[config.mk]
export PLATFORM = sky130hd
export DESIGN_NAME = alu_issue
export DESIGN_NICKNAME = d
export VERILOG_FILES = /design/src/rtl/alu_issue_pkg.sv /design/src/rtl/alu_issue_fwd_mux.sv /design/src/rtl/alu_issue.sv
export SDC_FILE = /design/constraint.sdc
export NUM_CORES = 1
export LEC_CHECK = 0
export CAP_MARGIN = 10
export CORE_MARGIN = 2
export CORE_UTILIZATION = 35
export DETAILED_ROUTE_END_ITERATION = 16
export PLACE_DENSITY = 0.84
export SYNTH_ARGS = -nofsm -noshare
export SYNTH_HDL_FRONTEND = slang
export SYNTH_SLANG_ARGS = --single-unit
export TNS_END_PERCENT = 1
[constraint.sdc]
create_clock -name clk -period 2.77 [get_ports clk]
set_input_delay 0.6925 -clock clk [delete_from_list [all_inputs] [get_ports clk]]
set_output_delay 0.6925 -clock clk [all_outputs]
set_load 0.1 [all_outputs]
[src/rtl/alu_issue_pkg.sv]
// rtl/alu_issue_pkg.sv - shared ALU op codes and issue-stage state encodings
//
// Purpose: constants shared by the ALU issue stage and its users.
//   ALU op codes (5 bits): IADD, ISUB, IAND, IOR, IXOR, IPAS, ILT, ILTU,
//   IGE, IGEU, IEQ, INE.
//   Issue-stage states: ST_EMPTY, ST_FULL, ST_HAZARD.
package alu_issue_pkg;

  localparam logic [4:0] IADD = 5'd0;
  localparam logic [4:0] ISUB = 5'd1;
  localparam logic [4:0] IAND = 5'd2;
  localparam logic [4:0] IOR  = 5'd3;
  localparam logic [4:0] IXOR = 5'd4;
  localparam logic [4:0] IPAS = 5'd5;
  localparam logic [4:0] ILT  = 5'd6;
  localparam logic [4:0] ILTU = 5'd7;
  localparam logic [4:0] IGE  = 5'd8;
  localparam logic [4:0] IGEU = 5'd9;
  localparam logic [4:0] IEQ  = 5'd10;
  localparam logic [4:0] INE  = 5'd11;

  typedef enum logic [1:0] {
    ST_EMPTY  = 2'd0,
    ST_FULL   = 2'd1,
    ST_HAZARD = 2'd2
  } state_t;

endpackage

[src/rtl/alu_issue_fwd_mux.sv]
// rtl/alu_issue_fwd_mux.sv - per-operand source select for the ALU issue stage
//
// Purpose: pick one ALU operand from pc/imm, EX/MEM result, MEM/WB data or
// the held register value, and report which in-flight writers match it.
// Ports:
//   sel_alt, alt_val        operand replaced by pc/imm; register source unused
//   src, held_val           register index and held read data
//   exm_rd/_reg_write       EX/MEM writer; exm_fwd_en allows taking exm_result
//   wb_rd/_reg_write        MEM/WB writer; wb_fwd_en allows taking wb_data
//   exm_hit, wb_hit         writer targets this operand's register source
//   operand                 selected operand value
module alu_issue_fwd_mux #(
  parameter int XLEN = 32,
  parameter int RA_W = 5
) (
  input  logic            sel_alt,
  input  logic [XLEN-1:0] alt_val,
  input  logic [RA_W-1:0] src,
  input  logic [XLEN-1:0] held_val,
  input  logic [RA_W-1:0] exm_rd,
  input  logic            exm_reg_write,
  input  logic            exm_fwd_en,
  input  logic [XLEN-1:0] exm_result,
  input  logic [RA_W-1:0] wb_rd,
  input  logic            wb_reg_write,
  input  logic            wb_fwd_en,
  input  logic [XLEN-1:0] wb_data,
  output logic            exm_hit,
  output logic            wb_hit,
  output logic [XLEN-1:0] operand
);

  // x0 is never a real dependency, and a pc/imm operand has no register source.
  assign exm_hit = exm_reg_write && !sel_alt && (src == exm_rd) && (exm_rd != '0);
  assign wb_hit  = wb_reg_write  && !sel_alt && (src == wb_rd)  && (wb_rd  != '0);

  // The younger writer (EX/MEM) wins over MEM/WB.
  always_comb begin
    operand = held_val;
    if (sel_alt)
      operand = alt_val;
    else if (exm_fwd_en && exm_hit)
      operand = exm_result;
    else if (wb_fwd_en && wb_hit)
      operand = wb_data;
  end

endmodule

[src/rtl/alu_issue.sv]
// rtl/alu_issue.sv - ID/EX issue stage with operand forwarding and hazard stall
//
// Purpose: hold one decoded op, resolve operand hazards and present operands
// to the ALU under a valid/ready handshake.
// Build option: ALU_ISSUE_FORWARD_EN
//   defined   - EX/MEM (non-load) and MEM/WB forwarding; only load-use stalls.
//   undefined - no forwarding; any pending EX/MEM or MEM/WB write to a used
//               source stalls until the MEM/WB snoop has refreshed held data.
// Ports:
//   clk, rst                          clock, synchronous active-high reset
//   in_valid/in_ready + in_*          decoded op from decode
//   flush                             drop held op, block capture
//   exm_*                             EX/MEM writer bus
//   wb_*                              MEM/WB writer bus
//   out_valid/out_ready               handshake to the ALU
//   input_a, input_b, out_alu_op, out_rd, out_reg_write, out_is_load
module alu_issue
  import alu_issue_pkg::*;
#(
  parameter int XLEN = 32,
  parameter int RA_W = 5,
  parameter int OP_W = 5
) (
  input  logic            clk,
  input  logic            rst,
  input  logic            in_valid,
  output logic            in_ready,
  input  logic [OP_W-1:0] in_alu_op,
  input  logic [RA_W-1:0] in_rs1,
  input  logic [RA_W-1:0] in_rs2,
  input  logic [RA_W-1:0] in_rd,
  input  logic [XLEN-1:0] in_rs1_data,
  input  logic [XLEN-1:0] in_rs2_data,
  input  logic [XLEN-1:0] in_imm,
  input  logic [XLEN-1:0] in_pc,
  input  logic            in_use_pc,
  input  logic            in_use_imm,
  input  logic            in_reg_write,
  input  logic            in_is_load,
  input  logic            flush,
  input  logic [RA_W-1:0] exm_rd,
  input  logic            exm_reg_write,
  input  logic            exm_is_load,
  input  logic [XLEN-1:0] exm_result,
  input  logic [RA_W-1:0] wb_rd,
  input  logic            wb_reg_write,
  input  logic [XLEN-1:0] wb_data,
  output logic            out_valid,
  input  logic            out_ready,
  output logic [XLEN-1:0] input_a,
  output logic [XLEN-1:0] input_b,
  output logic [OP_W-1:0] out_alu_op,
  output logic [RA_W-1:0] out_rd,
  output logic            out_reg_write,
  output logic            out_is_load
);

`ifdef ALU_ISSUE_FORWARD_EN
  localparam bit FWD_EN = 1'b1;
`else
  localparam bit FWD_EN = 1'b0;
`endif

  // Registered state only distinguishes EMPTY/FULL; HAZARD is an overlay
  // re-evaluated each cycle against the live EX/MEM and MEM/WB buses.
  state_t          st_q;
  state_t          state;
  logic [OP_W-1:0] op_q;
  logic [RA_W-1:0] rs1_q, rs2_q, rd_q;
  logic [XLEN-1:0] d1_q, d2_q, imm_q, pc_q;
  logic            use_pc_q, use_imm_q, rw_q, ld_q;

  logic a_exm, a_wb, b_exm, b_wb;
  logic exm_fwd_en;
  logic stall;
  logic out_fire, in_fire;
  logic cap_wb1, cap_wb2;

  assign exm_fwd_en = FWD_EN && !exm_is_load;

  alu_issue_fwd_mux #(.XLEN(XLEN), .RA_W(RA_W)) u_fwd_a (
    .sel_alt(use_pc_q), .alt_val(pc_q), .src(rs1_q), .held_val(d1_q),
    .exm_rd(exm_rd), .exm_reg_write(exm_reg_write), .exm_fwd_en(exm_fwd_en),
    .exm_result(exm_result), .wb_rd(wb_rd), .wb_reg_write(wb_reg_write),
    .wb_fwd_en(FWD_EN), .wb_data(wb_data),
    .exm_hit(a_exm), .wb_hit(a_wb), .operand(input_a)
  );

  alu_issue_fwd_mux #(.XLEN(XLEN), .RA_W(RA_W)) u_fwd_b (
    .sel_alt(use_imm_q), .alt_val(imm_q), .src(rs2_q), .held_val(d2_q),
    .exm_rd(exm_rd), .exm_reg_write(exm_reg_write), .exm_fwd_en(exm_fwd_en),
    .exm_result(exm_result), .wb_rd(wb_rd), .wb_reg_write(wb_reg_write),
    .wb_fwd_en(FWD_EN), .wb_data(wb_data),
    .exm_hit(b_exm), .wb_hit(b_wb), .operand(input_b)
  );

  // Without forwarding, a MEM/WB match also stalls: held data only becomes
  // correct after the snoop edge at the end of that cycle.
  always_comb begin
    if (FWD_EN)
      stall = exm_is_load && (a_exm || b_exm);
    else
      stall = a_exm || b_exm || a_wb || b_wb;
    state = st_q;
    if (st_q != ST_EMPTY && stall)
      state = ST_HAZARD;
  end

  assign out_valid = (state == ST_FULL);
  assign out_fire  = out_valid && out_ready;
  assign in_ready  = !flush && ((st_q == ST_EMPTY) || out_fire);
  assign in_fire   = in_valid && in_ready;

  // Incoming op whose source is being written back this cycle: the register
  // file read is stale, take the write-back value instead.
  assign cap_wb1 = wb_reg_write && !in_use_pc  && (in_rs1 == wb_rd) && (wb_rd != '0);
  assign cap_wb2 = wb_reg_write && !in_use_imm && (in_rs2 == wb_rd) && (wb_rd != '0);

  always_ff @(posedge clk) begin
    if (rst) begin
      st_q      <= ST_EMPTY;
      op_q      <= '0;
      rs1_q     <= '0;
      rs2_q     <= '0;
      rd_q      <= '0;
      d1_q      <= '0;
      d2_q      <= '0;
      imm_q     <= '0;
      pc_q      <= '0;
      use_pc_q  <= 1'b0;
      use_imm_q <= 1'b0;
      rw_q      <= 1'b0;
      ld_q      <= 1'b0;
    end else if (flush) begin
      st_q <= ST_EMPTY;
    end else if (in_fire) begin
      st_q      <= ST_FULL;
      op_q      <= in_alu_op;
      rs1_q     <= in_rs1;
      rs2_q     <= in_rs2;
      rd_q      <= in_rd;
      d1_q      <= cap_wb1 ? wb_data : in_rs1_data;
      d2_q      <= cap_wb2 ? wb_data : in_rs2_data;
      imm_q     <= in_imm;
      pc_q      <= in_pc;
      use_pc_q  <= in_use_pc;
      use_imm_q <= in_use_imm;
      rw_q      <= in_reg_write;
      ld_q      <= in_is_load;
    end else begin
      if (out_fire)
        st_q <= ST_EMPTY;
      // Keep stalled operands fresh as their writers retire.
      if (st_q != ST_EMPTY && a_wb)
        d1_q <= wb_data;
      if (st_q != ST_EMPTY && b_wb)
        d2_q <= wb_data;
    end
  end

  assign out_alu_op    = op_q;
  assign out_rd        = rd_q;
  assign out_reg_write = rw_q;
  assign out_is_load   = ld_q;

endmodule

# After elaboration in Yosys (flattened, before gate mapping)
# Cells that the tools add are included.
# word_totals
register_bits,153
latchBits,0
ram_bits,0
mem_bits_ro,0
inputBits,234
output_inout_bits,78
word_cells,75
n_memories,0
# classes
n_addsub,0
multipliers,0
div_mod_pow,0
n_lt_le_gt_ge,0
eq_ne,7
shifts,0
n_mux,11
bitwise_logic,1
n_reduce_logical,43
# ops
op,count
$mux W32,8
$eq A5 B5 Y1,6
$logic_and A1 B1 Y1,24
$reduce_bool A5 Y1,2
$reduce_and A2 Y1,3
$reduce_bool A2 Y1,3
$logic_not A1 Y1,5
$logic_or A1 B1 Y1,4
$eq A2 B1 Y1 const B,1
$logic_not A2 Y1,1
$mux W1,2
$mux W2,1
$reduce_or A2 Y1,1
$not A1 Y1,1

# Depth between registers and ports, before layout
# Gate-level depths: netlist of run 1.
# depth
word_depth,16
depth_mapped,10
depth_no_buf,7

# Hierarchy
# From an unflattened synthesis of run 1, not the netlist that was laid out.
# unflattened
cells_unflattened,1276
hier_area_um2,10100.9
# modules_own_cells
mod,instances,cells_each,area_per_inst_um2,seq_area_each_um2
alu_issue,1,942,7330.8,3062.9
alu_issue_fwd_mux,2,167,1385.1,0.0

# Worst setup path before layout of run 1
# No wires, ideal clock.
# synth_path
kind,input to output
startpoint,in wb_rd[0]
endpoint,out out_valid
t_arrival_ns,4.002
required_time_ns,2.078
path_slack_ns,-1.924
cell_stages,6
path_buffers,1
path_cell_list,buf_2 or4_1 o21a_1 nand3_2 nand2_1 nor3b_1
# synth_via
elab_chain_len,8
word_cells_on_any_way,12
cone_classes,eq/ne: 3; mux: 1; reduce/logical: 8
# synth_lines
element,line_no,source
"start, declared",alu_issue.sv:45,"input logic [RA_W-1:0] wb_rd,"
$eq A5 B5 Y1,alu_issue_fwd_mux.sv:35,assign wb_hit = wb_reg_write && !sel_alt && (src == wb_rd) && (wb_rd != '0);
$logic_and A1 B1 Y1 (2 in series),alu_issue_fwd_mux.sv:35,
$logic_or A1 B1 Y1,alu_issue.sv:103,stall = a_exm || b_exm || a_wb || b_wb;
$logic_or A1 B1 Y1 (*),alu_issue.sv:103,
$logic_and A1 B1 Y1 (*),alu_issue.sv:105,if (st_q != ST_EMPTY && stall)
$mux W2 (*),alu_issue.sv:105,
$eq A2 B1 Y1 (*),alu_issue.sv:109,assign out_valid = (state == ST_FULL);
"end, declared",alu_issue.sv:48,"output logic out_valid,"
# Every way passes the cells marked *; elsewhere a longest branch is shown, timed or not.

# Worst setup path after layout of run 1
# layout_path
startpoint,in exm_rd[0]
endpoint,out in_ready
# layout_via
elab_chain_len,12
word_cells_on_any_way,16
cone_classes,eq/ne: 3; mux: 1; reduce/logical: 12
# layout_lines
element,line_no,source
"start, declared",alu_issue.sv:41,"input logic [RA_W-1:0] exm_rd,"
$eq A5 B5 Y1,alu_issue_fwd_mux.sv:34,assign exm_hit = exm_reg_write && !sel_alt && (src == exm_rd) && (exm_rd != '0);
$logic_and A1 B1 Y1 (2 in series),alu_issue_fwd_mux.sv:34,
$logic_or A1 B1 Y1 (*) (3 in series),alu_issue.sv:103,
$logic_and A1 B1 Y1 (*),alu_issue.sv:105,
$mux W2 (*),alu_issue.sv:105,
$eq A2 B1 Y1 (*),alu_issue.sv:109,
$logic_and A1 B1 Y1 (*),alu_issue.sv:110,assign out_fire = out_valid && out_ready;
$logic_or A1 B1 Y1 (*),alu_issue.sv:111,assign in_ready = !flush && ((st_q == ST_EMPTY) || out_fire);
$logic_and A1 B1 Y1 (*),alu_issue.sv:111,
"end, declared",alu_issue.sv:27,"output logic in_ready,"
# Marks and branches as above.

==> flow_summary.ini, run 1 <==
[final_layout]
utilization_pct = 60.7
nets = 1345
area_growth_pct = 69.9
instances_no_fill = 1389
drive_gt1_share_pct = 25.8

[sta]
worstMarginPinSlew_ns = 0.882
clock_skew_ns = 0.0119
finalHoldViolCount = 0
finalMaxSlewViolations = 0
finalCritPeriodShare_pct = 107
finalSetupViolations = 2
slew_headroom_pct = 41.2
tns_ns = -0.370
fmax_ghz = 0.337
rsz0062_at_grt = true
setup_ws_ns = -0.199
hold_slack_ns = 0.446
fin_crit_ns = 2.97

[power_and_ir_drop]
power.density_mw_per_mm2 = 575
power_frac_clock_pct = 35.6
peakVddDrop_v = 0.000431
switching_power_mw = 2.15
leakage_nw = 4.41
netSwitchingFraction_pct = 31.5
intPower_mw = 4.67
power_frac_seq_pct = 35.6
combPwrFrac_pct = 28.8

[global_routing]
grtUsageTotal_pct = 23.9
grt_max_degree = 154
grt_overflow_total = 0
grt_pass1_wl_mm = 40.4
grt_pass1_vias = 7398
grt_antenna_before_repair = 1

[placement]
gp_congestion = 0.858
post-place-ws_ns = -0.730
placed_cells = 1350
dp_hpwl_mm = 18.2
port_buffers = 278

[clocking]
cts_tree = built
clk_latency_ns = 0.42
clockRootBuffer = clkbuf_16
cts_buffer_depth = 2
path_clk_slew_ns = 0.06
hold_buffers = 0
htree_levels = 4
clock_sinks = 153
cts_buffers = 17

[synth]
synth_area_sq_mm = 0.00697
netlist_instances = 828
avgSynthCellArea_sq_um = 8.42
synth_fp_nets = 1062
yosysSeqAreaShare_pct = 43.9
yosysWarnings = 0
ys_seq_elements = 153
synth_cell_types = 36

[floorplanning]
num_rows = 51
pin_count = 312
die_h_um = 145
die_w_um = 145
core_area_sq_mm = 0.0195
die_area_sq_mm = 0.0211
initial_core_util_pct = 35.7

[routing]
postRouteAntennaNets = 0
drt_iter0_drc = 439
top_layer = met4
dr.pass1.iters = 5
drc = 0
met2_wirelength_mm = 12.4
wl_met3_mm = 1.55
wl_met1_mm = 11.2
wirelength_mm = 25.9
avgViaCountPerCell = 5.25
routedWlPerCell_um = 18.7
vias = 7293

[worst_setup_path]
arrival_ns = 2.28
end_kind = output port
required_ns = 2.08
critPathKind = input port to output port
crit_fanout = 2
crit_path_start_kind = input port

[run_status]
status = complete, but fails checks
violations = negative setup slack

[hold_path]
hp-class = flop to flop

[run]
drv_cap = 0
[what timing repair did]
item,CTS,global route
pin swaps,11,11
resized for setup,31,40
cloned,0,1
setup buffers,5,1
endpoints found under the setup margin,148,144
[registers in the layout, indices dropped and copies added, names as in the netlist]
| name | count |
|---|---|
| d1_q | 32 |
| d2_q | 32 |
| imm_q | 32 |
| pc_q | 32 |
| out_alu_op | 5 |
| out_rd | 5 |
| rs1_q | 5 |
| rs2_q | 5 |
| out_is_load | 1 |
| out_reg_write | 1 |
| st_q | 1 |
| use_imm_q | 1 |
| use_pc_q | 1 |
[layout make-up]
| type | count | area, sq um |
|---|---|---|
| Clock inverter | 9 | 140 |
| Clock buffer | 22 | 474 |
| Sequential cell | 153 | 3070 |
| Tap cell | 265 | 332 |
| Fill cell | 1588 | 7670 |
| Multi-Input combinational cell | 598 | 3780 |
| Inverter | 2 | 7.51 |
| Antenna cell | 1 | 2.50 |
| Timing Repair Buffer | 339 | 4050 |
[routing by layer]
metal	up-vias	track usage, %
met5	-	0
met4	0	9.46
met3	45	5.35
met2	290	38.2
met1	3477	31.5
li1	3481	-
[power by group through the flow]
stage	logic, mW	registers, mW	clock network [mW]
after floorplan	1.01	2.52	0
after global placement	1.90	2.46	0
after detailed placement	1.92	2.47	0
after CTS	1.93	2.42	2.47
after global routing	2.06	2.44	2.56
final	1.96	2.43	2.43
[stage by stage]
step	area [sq um]	power (mW)
after floorplan	7020	3.53
after global placement	11000	4.36
after detailed placement	11000	4.39
after global routing	11900	7.05
after CTS	11700	6.83
final	11900	6.82
[kinds of logic after synthesis]
family,Yosys count,synth area share (%)
XOR/XNOR,30,3.77
multiplexers,64,10.3
AND/OR/NAND/NOR,271,16.2
flip-flops,153,43.9
buffers and inverters,78,5.20
AO/OA/AOI/OAI,232,20.6
[worst max-delay path, cell delays in order]
cell and delay (ns):
clkdlybuf4s15_1 0.19, or4_4 0.55, o21ai_4 0.16, nor2_2 0.06
o31a_1 0.33, nor2_4 0.11, buf_12 0.18
[final timing paths]
path,end,slack (ns),cells after the start,start
worst max-delay path,in_ready,-0.20,7,exm_rd[0]
worst min-delay path,imm_q[26],0.45,2,imm_q[26]
worst max register to register,rs2_q[3],0.19,11,rs2_q[2]
worst min register to register,imm_q[26],0.45,2,imm_q[26]
[synthesized netlist by cell type]
library cell  instances  area (sq um)
inv_1                 2          7.51
o31ai_4               1          21.3
nor2_1                8          30.0
a32oi_1              46           403
o2111ai_1             1          8.76
xnor2_1               8          70.1
o32ai_2               1          16.3
nand2b_1              1          6.26
o22ai_2               1          12.5
nand3_2               2          20.0
buf_4                12          90.1
nor3b_1               1          7.51
o21ai_0               1          5.00
nand3_4               1          17.5
and3_1                2          12.5
o21a_1                2          15.0
clkbuf_1             43           161
nand4_1               4          25.0
nor4_2                1          12.5
or4_1                 4          30.0
nand3_1              18          90.1
nor4_1                3          18.8
nor3_1                1          5.00
nor4bb_1              1          10.0
buf_1                 1          3.75
a22oi_1              19           143
buf_2                20           100
o21ai_1               1          5.00
xor2_1               22           193
mux2_2               64           721
nand2_1             223           837
dfxtp_1             153          3060
a21oi_1             156           781
o31a_1                2          17.5
or2_2                 1          6.26
a21oi_2               1          8.76
[placed cells by master (no fill, tap or decap), types with 2 or more instances in the layout]
cell | Yosys | layout
a21oi_4 | 0 | 4
mux2_2 | 64 | 64
dfxtp_1 | 153 | 151
clkdlybuf4s15_1 | 0 | 5
nor2_1 | 8 | 6
or4_4 | 0 | 4
buf_2 | 20 | 2
clkinvlp_4 | 0 | 2
clkdlybuf4s50_1 | 0 | 189
a22oi_1 | 19 | 19
clkbuf_16 | 0 | 17
nand4_1 | 4 | 4
xnor2_1 | 8 | 7
clkbuf_8 | 0 | 3
bufinv_16 | 0 | 3
inv_1 | 2 | 2
dfxtp_2 | 0 | 2
a32oi_1 | 46 | 46
a21oi_2 | 1 | 27
o31a_1 | 2 | 2
buf_12 | 0 | 80
nand3_2 | 2 | 2
xor2_1 | 22 | 22
buf_6 | 0 | 5
nor4_1 | 3 | 3
a21oi_1 | 156 | 127
buf_4 | 12 | 57
clkbuf_1 | 43 | 2
nand2_1 | 223 | 222
clkinv_4 | 0 | 3
nand3_1 | 18 | 18
Note: power is estimated with default switching activity, not from simulation.
==> run 2, diff against run 1 <==
--- a/config.mk
+++ b/config.mk
@@ -9,6 +9,7 @@
 export CORE_MARGIN = 2
 export CORE_UTILIZATION = 35
 export DETAILED_ROUTE_END_ITERATION = 16
+export GPL_ROUTABILITY_DRIVEN = 0
 export PLACE_DENSITY = 0.84
 export SYNTH_ARGS = -nofsm -noshare
 export SYNTH_HDL_FRONTEND = slang
==> run 2 against run 1 <==
The run still ends with negative setup slack left. Die area is the same. First-iteration DRC count grew 29%. Final area shrank 1.5%. Clock skew shrank 0.0027 ns. Combinational power shrank 2%. Worst hold slack gained 0.0018 ns. Worst setup slack lost 0.082 ns. Final cell count shrank 0.43%. Critical path depth grew 1.
==> flow_summary.ini, run 2 (same netlist as run 1, synthesis figures left out) <==
[floorplanning]
die_w_um = 145
num_rows = 51
pin_count = 312
die_area_sq_mm = 0.0211
core_area_sq_mm = 0.0195
die_h_um = 145
initial_core_util_pct = 35.7

[routing]
wirelength_mm = 25.3
avgViaCountPerCell = 5.22
drt_iter0_drc = 566
dr.pass1.iters = 5
routedWlPerCell_um = 18.3
drc = 0
vias = 7217
postRouteAntennaNets = 0

[run]
drv_cap = 0

[placement]
port_buffers = 278
dp_hpwl_mm = 18.2
place_area_sq_mm = 0.0110
post-place-ws_ns = -0.782
placed_cells = 1351

[final_layout]
nets = 1341
num-fill-cells = 1651
utilization_pct = 59.8
diodes = 0
instances_no_fill = 1383
final_common_cell = nand2_1
fin_area_sq_mm = 0.0117
area_growth_pct = 67.3
drive_gt1_share_pct = 22.9
final_cell_mix = 222 x nand2_1, 189 x clkdlybuf4s50_1, 154 x a21oi_1, 151 x dfxtp_1, 77 x buf_12

[sta]
rsz0062_at_grt = true
clock_skew_ns = 0.00915
fmax_ghz = 0.328
finalHoldViolCount = 0
setup_ws_ns = -0.280
worstMarginPinSlew_ns = 0.977
slew_headroom_pct = 34.7
finalCritPeriodShare_pct = 110
finalSetupViolations = 5
fin_crit_ns = 3.05
finalMaxSlewViolations = 0

[power_and_ir_drop]
peakVddDrop_v = 0.000346
power_frac_seq_pct = 35.2
leakage_nw = 4.38
power.density_mw_per_mm2 = 591
combPwrFrac_pct = 27.8
netSwitchingFraction_pct = 30.8
intPower_mw = 4.77
power_frac_clock_pct = 37.0
switching_power_mw = 2.13

[hold_path]
hp-class = flop to flop

[worst_setup_path]
setup.worst_path.end = in_ready
timing.rr.end = d1_q[27]
critPathKind = input port to output port
arrival_ns = 2.36
reg2regPathDepth = 8
required_ns = 2.08
crit_fanout = 4
reg2reg_from = rs2_q[2]
r2r_setup_slack_ns = 0.13
cp-startpoint = wb_rd[3]
end_kind = output port
crit_path_start_kind = input port

[clocking]
clk_latency_ns = 0.42
clock_sinks = 153
cts_buffer_depth = 2
clockRootBuffer = clkbuf_16
path_clk_slew_ns = 0.06
hold_buffers = 0
cts_buffers = 17
htree_levels = 4
cts_tree = built

[global_routing]
grt_pass1_vias = 7236
grt_overflow_total = 0
grt_max_degree = 87
grtUsageTotal_pct = 23.6
grt_pass1_wl_mm = 39.8
grt_antenna_before_repair = 0

[run_status]
status = complete, but fails checks
violations = negative setup slack
[run 2: cell count changes in the layout (fill, tap and decap cells not counted), moves of 3 or more]
cell / previous run / this run
a21oi_2: 27 / 0
clkdlybuf4s15_1: 5 / 2
a21oi_1: 127 / 154
dlygate4sd2_1: 1 / 4
buf_12: 80 / 77
[run 2: timing repair]
item	4_1_cts	5_1_grt
endpoints found under the setup margin	154	38
resized for setup	32	3
setup buffers	2	0
pin swaps	11	7
[run 2: power groups by stage]
| stage | Sequential, mW | Combinational [mW] | Clock [mW] |
|---|---|---|---|
| detailed placement | 2.47 | 1.91 | 0 |
| finish | 2.43 | 1.92 | 2.55 |
| global route | 2.44 | 2.01 | 2.69 |
| CTS | 2.42 | 1.92 | 2.59 |
| global placement | 2.46 | 1.89 | 0 |
| floorplan | 2.52 | 1.01 | 0 |
[run 2: worst max-delay path: stages]
cell     delay [ns]
buf_2          0.11
or4_4          0.52
o21a_4         0.24
nand3_2        0.08
nand2_2        0.06
o31a_1         0.34
nor2_4         0.13
buf_12         0.18
[run 2: layout make-up]
cell class / instances / area (sq um) / area share (%)
repair buffers: 336 / 3970 / 34.0
multi-input cells: 597 / 3660 / 31.3
flip-flops and latches: 153 / 3070 / 26.3
clock buffers: 19 / 443 / 3.80
well taps: 265 / 332 / 2.84
clock inverters: 11 / 195 / 1.67
inverters: 2 / 7.51 / 0.0643
[run 2: layer usage]
layer	GRT usage (%)	part of all wire [%]	wire, um	up-vias
met2	37.7	47	12000	292
met3	5.00	5.4	1380	57
met1	31.2	44	11200	3400
met5	0	0	0	-
met4	9.26	3.2	807	0
li1	-	-	-	3468
[run 2: worst min-delay path by stage]
stage               from         to  slack, ns  cells past startpoint
2_1_floorplan   imm_q[0]   imm_q[0]       0.43                      2
3_3_place_gp    pc_q[19]   pc_q[19]       0.43                      2
3_5_place_dp    pc_q[20]   pc_q[20]       0.44                      2
4_1_cts         imm_q[0]   imm_q[0]       0.45                      2
5_1_grt        imm_q[12]  imm_q[12]       0.46                      2
6_report       imm_q[21]  imm_q[21]       0.45                      2
[run 2: per-stage QoR]
| stage | hold slack, ns | total power [mW] | TNS, ns |
|---|---|---|---|
| after detailed placement | 0.443 | 4.38 | -80.04 |
| after CTS | 0.452 | 6.93 | -0.543 |
| after global routing | 0.462 | 7.13 | -4.71 |
| final | 0.448 | 6.90 | -0.566 |
| after global placement | 0.434 | 4.35 | -71.03 |
| after floorplan | 0.428 | 3.53 | -0.992 |
